--- config.mk ---
export PLATFORM = sky130hd
export DESIGN_NAME = qdrc_wr_buf
export DESIGN_NICKNAME = d
export VERILOG_FILES = /design/src/rtl/qdrc_wr_buf.sv
export SDC_FILE = /design/constraint.sdc
export NUM_CORES = 1
export LEC_CHECK = 0
export BUFFER_PORTS_ARGS = -buffer_cell sky130_fd_sc_hd__buf_2
export CAP_MARGIN = 20
export CORE_ASPECT_RATIO = 0.8
export CORE_UTILIZATION = 56
export DETAILED_ROUTE_END_ITERATION = 10
export PLACE_DENSITY_LB_ADDON = 0.08
export SETUP_SLACK_MARGIN = 0.05
export SYNTH_ARGS = -nofsm -noshare
export SYNTH_HDL_FRONTEND = slang
export SYNTH_SLANG_ARGS = --single-unit
--- constraint.sdc ---
create_clock -name clk -period 8.2 [get_ports clk]
set_clock_uncertainty 0.05 [all_clocks]
set_input_delay 0 -clock clk [delete_from_list [all_inputs] [get_ports clk]]
set_output_delay 0 -clock clk [all_outputs]
set_load 0.005 [all_outputs]
--- src/rtl/qdrc_wr_buf.sv ---
`default_nettype none
// ============================================================================
// Module      : qdrc_wr_buf
// Description : Buffered QDR write path. User write requests (address,
//               dual-edge data, byte enables) are queued in a FIFO and issued
//               to the PHY only in arbiter-granted write slots. Data and byte
//               enables are delayed by DATA_LATENCY cycles relative to the
//               write command to meet the QDR late-write timing.
// Options     : `define QDRC_WR_BEN_ACTIVE_LOW_EN to drive phy_ben as active-low
//               (QDR BW_n); idle/reset value then becomes all-ones.
// Revision    : 1.0 - initial release
// ============================================================================
module qdrc_wr_buf #(
  parameter int DATA_WIDTH   = 36,
  parameter int BW_WIDTH     = 4,
  parameter int ADDR_WIDTH   = 21,
  parameter int FIFO_AW      = 4,
  parameter int DATA_LATENCY = 1   // legal range 0..3
) (
  input  logic                      clk,
  input  logic                      reset,
  input  logic                      usr_strb,
  input  logic [ADDR_WIDTH-1:0]     usr_addr,
  input  logic [2*DATA_WIDTH-1:0]   usr_data,
  input  logic [2*BW_WIDTH-1:0]     usr_ben,
  output logic                      usr_rdy,
  input  logic                      phy_wr_en,
  output logic                      phy_strb,
  output logic [ADDR_WIDTH-1:0]     phy_addr,
  output logic [2*DATA_WIDTH-1:0]   phy_data,
  output logic [2*BW_WIDTH-1:0]     phy_ben,
  output logic [FIFO_AW:0]          fifo_level,
  output logic                      wr_ovf
);

  localparam int DEPTH = 1 << FIFO_AW;
  localparam int DW2   = 2 * DATA_WIDTH;
  localparam int BW2   = 2 * BW_WIDTH;
  localparam int EW    = ADDR_WIDTH + DW2 + BW2;

  localparam logic [FIFO_AW:0]   LEVEL_FULL = {1'b1, {FIFO_AW{1'b0}}};
  localparam logic [FIFO_AW:0]   LEVEL_ONE  = {{FIFO_AW{1'b0}}, 1'b1};
  localparam logic [FIFO_AW-1:0] PTR_ONE    = {{(FIFO_AW-1){1'b0}}, 1'b1};

`ifdef QDRC_WR_BEN_ACTIVE_LOW_EN
  localparam logic [BW2-1:0] BEN_DISABLE = {BW2{1'b1}};
`else
  localparam logic [BW2-1:0] BEN_DISABLE = {BW2{1'b0}};
`endif

  // FIFO storage and bookkeeping
  logic [EW-1:0]         r_mem [0:DEPTH-1];
  logic [FIFO_AW-1:0]    r_wr_ptr;
  logic [FIFO_AW-1:0]    r_rd_ptr;
  logic [FIFO_AW:0]      r_level;
  logic                  r_live;     // low only until the first edge after reset
  logic                  r_ovf;

  // Command stage and data/ben pipeline (stage 0 is registered with phy_strb)
  logic                  r_strb;
  logic [ADDR_WIDTH-1:0] r_addr;
  logic                  r_pv [0:DATA_LATENCY];
  logic [DW2-1:0]        r_pd [0:DATA_LATENCY];
  logic [BW2-1:0]        r_pb [0:DATA_LATENCY];

  logic                  w_full;
  logic                  w_rdy;
  logic                  w_push;
  logic                  w_pop;
  logic [EW-1:0]         w_head;
  logic [ADDR_WIDTH-1:0] w_head_addr;
  logic [DW2-1:0]        w_head_data;
  logic [BW2-1:0]        w_head_ben;

  // Ready depends on registered state only; a pop on the same edge never
  // makes room for a request presented while full.
  assign w_full = (r_level == LEVEL_FULL);
  assign w_rdy  = r_live & ~w_full;
  assign w_push = usr_strb & w_rdy;
  assign w_pop  = phy_wr_en & (r_level != '0);

  assign w_head = r_mem[r_rd_ptr];
  assign {w_head_addr, w_head_data, w_head_ben} = w_head;

  // FIFO entry write; storage needs no reset since level gates all reads
  always_ff @(posedge clk) begin
    if (w_push && !reset) begin
      r_mem[r_wr_ptr] <= {usr_addr, usr_data, usr_ben};
    end
  end

  // Pointers, occupancy counter and post-reset ready qualifier
  always_ff @(posedge clk) begin
    if (reset) begin
      r_wr_ptr <= '0;
      r_rd_ptr <= '0;
      r_level  <= '0;
      r_live   <= 1'b0;
    end else begin
      r_live <= 1'b1;
      if (w_push) begin
        r_wr_ptr <= r_wr_ptr + PTR_ONE;
      end
      if (w_pop) begin
        r_rd_ptr <= r_rd_ptr + PTR_ONE;
      end
      case ({w_push, w_pop})
        2'b10:   r_level <= r_level + LEVEL_ONE;
        2'b01:   r_level <= r_level - LEVEL_ONE;
        default: r_level <= r_level;
      endcase
    end
  end

  // Sticky overflow: any request seen while full is lost
  always_ff @(posedge clk) begin
    if (reset) begin
      r_ovf <= 1'b0;
    end else if (usr_strb && w_full) begin
      r_ovf <= 1'b1;
    end
  end

  // Issue stage plus late-write data pipeline; idle stages keep their data
  // but carry valid=0 so the output byte enables go to disable
  always_ff @(posedge clk) begin
    if (reset) begin
      r_strb <= 1'b0;
      r_addr <= '0;
      for (int i = 0; i <= DATA_LATENCY; i++) begin
        r_pv[i] <= 1'b0;
        r_pd[i] <= '0;
        r_pb[i] <= '0;
      end
    end else begin
      r_strb  <= w_pop;
      r_pv[0] <= w_pop;
      if (w_pop) begin
        r_addr  <= w_head_addr;
        r_pd[0] <= w_head_data;
        r_pb[0] <= w_head_ben;
      end
      for (int i = 1; i <= DATA_LATENCY; i++) begin
        r_pv[i] <= r_pv[i-1];
        if (r_pv[i-1]) begin
          r_pd[i] <= r_pd[i-1];
          r_pb[i] <= r_pb[i-1];
        end
      end
    end
  end

  assign usr_rdy    = w_rdy;
  assign fifo_level = r_level;
  assign wr_ovf     = r_ovf;
  assign phy_strb   = r_strb;
  assign phy_addr   = r_addr;
  assign phy_data   = r_pd[DATA_LATENCY];

`ifdef QDRC_WR_BEN_ACTIVE_LOW_EN
  assign phy_ben = r_pv[DATA_LATENCY] ? ~r_pb[DATA_LATENCY] : BEN_DISABLE;
`else
  assign phy_ben = r_pv[DATA_LATENCY] ? r_pb[DATA_LATENCY] : BEN_DISABLE;
`endif

endmodule
`default_nettype wire
==> flow_summary_export.csv, run 1 <==
group,metric,value,unit
outcome,status,"complete, no violations",
timing,fin_tns_setup,0,ns
yosys,synth-seq-cells,1818,
die,rows,114,
die,fp.dieH,314.1,um
yosys,synth_ff_type,"edfxtp_1",
grt,grt_pass1_vias,32790,
grt,grt_use_met3,0.03943,
cells_and_area,utilization,0.6382,
cells_and_area,multiInputGateArea,0.01283,mm^2
worst_hold_path,hold_path_class,"primary input to flop",
cells_and_area,syn2layout_area_growth,13.08,%
setup_path,cp.arrival,4.24,ns
setup_path,critPathLaunchType,"flop",
timing,final_max_slew_viol_count,0,
place,place.gp.congestion,0.7283,
yosys,synthCells,2978,
power,p_leak,0.02414,uW
route,dr_total_vias,31220,
route,drc_errors,0,
setup_path,end_kind,"flop",
timing,min_period,3.893,ns
timing,timing.fmax,256.9,MHz
place,port_buffers,213,
die,initial_core_util,0.5644,
clocking,cts_sinks,1818,
power,powerDensity,275.1,mW/mm^2
yosys,ys_types,43,
yosys,syn-num-nets,3092,
yosys,synth_edf_count,1776,
clocking,cts.htree.levels,4,
grt,grt_start_max_net_pins,117,
clocking,cts_setup_buffers,0,
yosys,netlist_area,0.06818,mm^2
route,drtPass1Iterations,6,
yosys,synthTopCellsByArea,"edfxtp_1 (78%), mux4_2 (13%), a22oi_1 (1.8%)",
route,avgViaCountPerCell,6.168,
die,num_io_pins,214,
die,die-area,0.1232,mm^2
clocking,cts_tree,"done",
clocking,clk_path_buf_depth,3,
place,place_area,0.07069,mm^2
yosys,yosys.area.top_type,"edfxtp_1",
route,wl_per_cell,28.82,um
place,dpl.hpwl,69430,um
grt,antenna_found_initial,13,
grt,grt_pass1_wl,214300,um
yosys,async_flop_share,0,
cells_and_area,layout.area.seq,0.05418,mm^2
timing,max_slew.worst_pin.slew,1.116,ns
timing,slew_headroom,0.2561,
die,die_x,392.1,um
timing,hold_viol,0,
grt,use_met2,0.3922,
clocking,root_buffer,"clkbuf_16",
grt,overflow,0,
setup_path,criticalPathCategory,"flop to flop",
cells_and_area,nFillCells,8083,
clocking,worstSkewPairLatency,0.79,ns
cells_and_area,design_area,0.07710,mm^2
timing,final.period_utilization,0.4748,
cells_and_area,drive_gt1_frac,0.2738,
clocking,cts.clk_slew.worst_paths,0.06,ns
power,totalPowerFinal,21210,uW
timing,grt_setup_unrepaired,"false",
cells_and_area,fin_nets,3406,
setup_path,crit_fanout,54,
yosys,synth_top_area_share,0.7822,
power,peakVddDrop,0.2683,mV
yosys,syn_avg_cell_area,22.90,um^2
clocking,cts_buffers,170,
route,drt_iter0_drc,2824,
place,detailedPlace.worstSlack,4.125,ns
grt,grt_usage,0.2420,
route,wl,145800,um
die,design.core.area,0.1208,mm^2
setup_path,required,8.54,ns
grt,grt.busiest_layer,"met2",
job,cap_violations,0,
timing,setup_violations,0,
setup_path,rrSetupSlack,4.31,ns
timing,layout_setup_ws,4.307,ns
yosys,synth-seq-area-share,0.7945,
grt,met1_usage,0.3456,
route,ant_nets,0,
yosys,ys_warn_count,0,
[worst max-delay path, cell delays in order, from the launching register on]
cell and delay (ns):
dfxtp_1 0.53, or4_4 0.23, o211ai_2 0.20, nor2_1 0.29, nand2_1 0.29, nor3_4 0.20
buf_4 0.78, buf_4 0.89
[routing by layer]
layer | part of all wire | vias up
met5 | 0.00064 | -
met4 | 0.021 | 14
met3 | 0.060 | 223
met2 | 0.49 | 1047
met1 | 0.42 | 16770
li1 | - | 13170
[cell type report]
cell class	instances	area share
Inverter	6	0.0003246
Tap cell	1624	0.02635
Clock buffer	220	0.05993
Clock inverter	93	0.008698
Multi-Input combinational cell	920	0.1665
Sequential cell	1818	0.7028
Antenna cell	4	0.0001298
Timing Repair Buffer	376	0.03534
[power breakdown]
group	switching, uW	internal [uW]	total, uW
clock	3260	4250	7510
sequential	226	10700	10900
combinational	1470	1310	2780
[repair_timing]
action,4_1_cts,5_1_grt
hold endpoints to repair,1658,0
hold buffers,106,0
gates resized for setup,0,0
[cell families after synthesis]
group,share of synthesized area
flip-flops,0.7945
adder cells (fa/ha/maj),0.001652
buffers and inverters,0.01986
XOR/XNOR,0.001028
AO/OA/AOI/OAI,0.03050
AND/OR/NAND/NOR,0.01255
multiplexers,0.1399
[cell usage after synthesis, types with 2 or more instances]
cell,n
and2_1,89
clkbuf_1,67
a22oi_1,161
dfxtp_1,42
nor2b_1,3
mux4_2,404
nand2_1,10
ha_1,9
mux2i_1,44
inv_1,4
xor2_1,4
edfxtp_1,1776
o22ai_1,23
buf_2,72
nand2b_1,4
o21ai_0,4
a31o_2,10
buf_6,9
o21ai_4,2
nor2_1,27
a21oi_1,86
a211o_1,2
buf_4,78
xnor2_1,4
or3_1,4
buf_1,8
a31o_1,11
and3_1,2
nor4_1,2
nor3_1,4
[registers in the layout, indices dropped and copies added, names as in the netlist, named ones only]
signal and count:
fifo_level 5, phy_addr 21, r_live 1, r_mem 1616, r_pb 16, r_pd 144
r_pv 2, r_rd_ptr 4, r_wr_ptr 4, wr_ovf 1
[through the flow]
| step | cells | hold WS, ns |
|---|---|---|
| floorplan | 2978 | 0.04887 |
| global placement | 4634 | 0.2895 |
| detailed placement | 4635 | 0.3304 |
| CTS | 5054 | 0.01593 |
| global route | 5061 | 0.06981 |
| finish | 5061 | 0.07581 |
[cell usage in the layout, fill, tap and decap left out, types with 4 or more instances in the layout]
master and instances:
clkbuf_16 177, xor2_1 4, diode_2 4, dlygate4sd3_1 106
o22ai_1 23, nor2_1 13, xnor2_1 4, buf_2 213
mux4_2 404, inv_1 4, ha_1 9, clkbuf_1 40
a22oi_1 161, edfxtp_1 1776, nor2_4 14, or3_1 4
dfxtp_1 38, buf_12 12, o21ai_0 4, clkinv_2 22
and2_1 88, nor3_4 4, nand2b_1 4, clkinv_1 51
nand2_1 9, bufinv_16 9, mux2i_1 44, a21oi_1 86
a31o_1 11, buf_4 43, inv_6 8, a31o_2 10
[path summary, 6_finish.rpt]
check | from | to | depth (start not counted)
setup reg to reg | fifo_level[1] | r_mem[1][45] | 7
hold / removal | usr_addr[19] | r_mem[7][99] | 2
hold reg to reg | phy_addr[12] | phy_addr[12] | 1
setup / recovery | fifo_level[1] | r_mem[1][45] | 7
No activity file was read; power rests on OpenSTA's default activity.
==> inputs of run 2 (changes only) <==
Clock period 8.2 ns to 3.12 ns, I/O delays scaled along.
==> run 2 against run 1 <==
Critical path depth increased by 3; combinational power increased to 2.8 times the previous value; worst setup slack got worse by 4.1 ns; sequential cell count unchanged; final cell count increased by 1.1%; critical path type unchanged; critical endpoint is now fifo_level[4].
==> flow_summary_export.csv, run 2 (synthesis gave the netlist of run 1 again) <==
group,metric,value,unit
timing,hold_viol,0,
setup_path,criticalPathCategory,"flop to flop",
timing,min_period,2.946,ns
die,die-area,0.1232,mm^2
route,drt_iter0_drc,3023,
cells_and_area,drive_gt1_frac,0.2932,
cells_and_area,nFillCells,7875,
die,die_x,392.1,um
route,dr_total_vias,31840,
cells_and_area,largest_reg_flops,1616,
setup_path,cp.arrival,3.63,ns
timing,grt_setup_unrepaired,"false",
route,wl,152600,um
grt,antenna_found_initial,12,
cells_and_area,largest_register,"r_mem",
cells_and_area,multiInputGateArea,0.01291,mm^2
power,powerDensity,728.3,mW/mm^2
place,place.gp.congestion,0.7533,
die,initial_core_util,0.5644,
cells_and_area,layout_commonest_cell,"edfxtp_1",
cells_and_area,fin_nets,3455,
place,detailedPlace.worstSlack,0.2160,ns
grt,grt_pass1_wl,223300,um
setup_path,required,3.80,ns
place,dpl.hpwl,74570,um
timing,layout_setup_ws,0.1743,ns
route,avgViaCountPerCell,6.222,
clocking,cts_tree,"done",
clocking,root_buffer,"clkbuf_16",
timing,timing.fmax,339.5,MHz
die,fp.dieH,314.1,um
grt,grt_usage,0.2533,
place,port_buffers,213,
cells_and_area,final_cell_mix,"edfxtp_1 (1776), mux4_2 (404), buf_2 (213)",
route,wl_per_cell,29.82,um
timing,max_slew.worst_pin.slew,0.9495,ns
timing,setup_violations,0,
power,peakVddDrop,0.6507,mV
die,design.core.area,0.1208,mm^2
clocking,cts.htree.levels,4,
route,drc_errors,0,
clocking,cts_buffers,171,
outcome,status,"complete, no violations",
clocking,worstSkewPairLatency,0.80,ns
grt,grt_pass1_vias,33250,
job,cap_violations,0,
die,num_io_pins,214,
cells_and_area,syn2layout_area_growth,15.03,%
timing,fin_tns_setup,0,ns
setup_path,crit_fanout,10,
clocking,cts_sinks,1818,
grt,grt_start_max_net_pins,81,
setup_path,end_kind,"flop",
timing,slew_headroom,0.3670,
setup_path,critPathLaunchType,"flop",
cells_and_area,layout.area.seq,0.05419,mm^2
worst_hold_path,hold_path_class,"primary input to flop",
route,drtPass1Iterations,7,
route,ant_nets,0,
power,p_leak,0.02472,uW
grt,overflow,0,
clocking,cts.clk_slew.worst_paths,0.07,ns
die,rows,114,
clocking,clk_path_buf_depth,3,
timing,final.period_utilization,0.9441,
timing,final_max_slew_viol_count,0,
run 2: changes by cell type in the layout (fill, tap and decap cells not counted), sizes merged:
| cell | change |
|---|---|
| dlygate4sd3 | +1 |
| buf | +48 |
| clkinv | -1 |
| diode | +3 |
| clkbuf | -7 |
| clkinvlp | +4 |
| inv | -1 |
| bufinv | +9 |
run 2: path summary, 6_finish.rpt:
kind	cells past startpoint	endpoint	start	slack, ns
hold / removal	2	r_mem[4][27]	usr_data[19]	0.07
setup / recovery	10	fifo_level[4]	fifo_level[1]	0.17
hold reg to reg	1	phy_addr[12]	phy_addr[12]	0.44
setup reg to reg	10	fifo_level[4]	fifo_level[1]	0.17
run 2: power breakdown:
part	switching [uW]	internal, uW	total [uW]
sequential	564	28100	28700
clock	8850	11800	20600
combinational	4110	3740	7850
run 2: layout make-up:
class,instances,area share
antenna,7,0.0002233
clock buffer,214,0.05740
clock inverter,104,0.01361
inverter,6,0.0003510
multi-input combinational,920,0.1646
sequential,1818,0.6909
tap,1624,0.02591
timing repair buffer,424,0.04703
run 2: what timing repair did:
| action | in CTS | in global routing |
|---|---|---|
| buffers inserted | 0 | 3 |
| endpoints found under the setup margin | 0 | 1 |
| resized for setup | 0 | 6 |
| hold buffers | 107 | 0 |
| hold endpoints to repair | 2072 | 0 |
run 2: critical path, cell delays in order (launching register included):
cell and delay (ns):
dfxtp_4 0.38, or4_4 0.59, o211ai_4 0.30, ha_1 0.24
xor2_1 0.18, ha_1 0.22, o21ai_0 0.12, o22ai_1 0.23
a221oi_2 0.08, or3_1 0.34, a21oi_2 0.15
run 2: per-stage QoR:
| stage | power (uW) | cells | hold slack, ns | util | area [um^2] |
|---|---|---|---|---|---|
| after floorplan | 34460 | 2978 | 0.04887 | - | 68380 |
| after global placement | 36820 | 4681 | 0.2826 | 0.5934 | 71690 |
| after detailed placement | 36970 | 4682 | 0.2851 | 0.5937 | 71720 |
| after CTS | 57590 | 5107 | 0.01041 | 0.6486 | 78360 |
| after global routing | 59050 | 5115 | 0.06607 | 0.6492 | 78430 |
| final | 57120 | 5117 | 0.06979 | 0.6492 | 78430 |
run 2: metal layers:
metal	vias up	track usage	wire length, um
li1	13270	-	-
met3	197	0.03680	9932
met5	-	0	46
met1	17190	0.3648	63130
met4	8	0.06552	2769
met2	1170	0.4136	76690
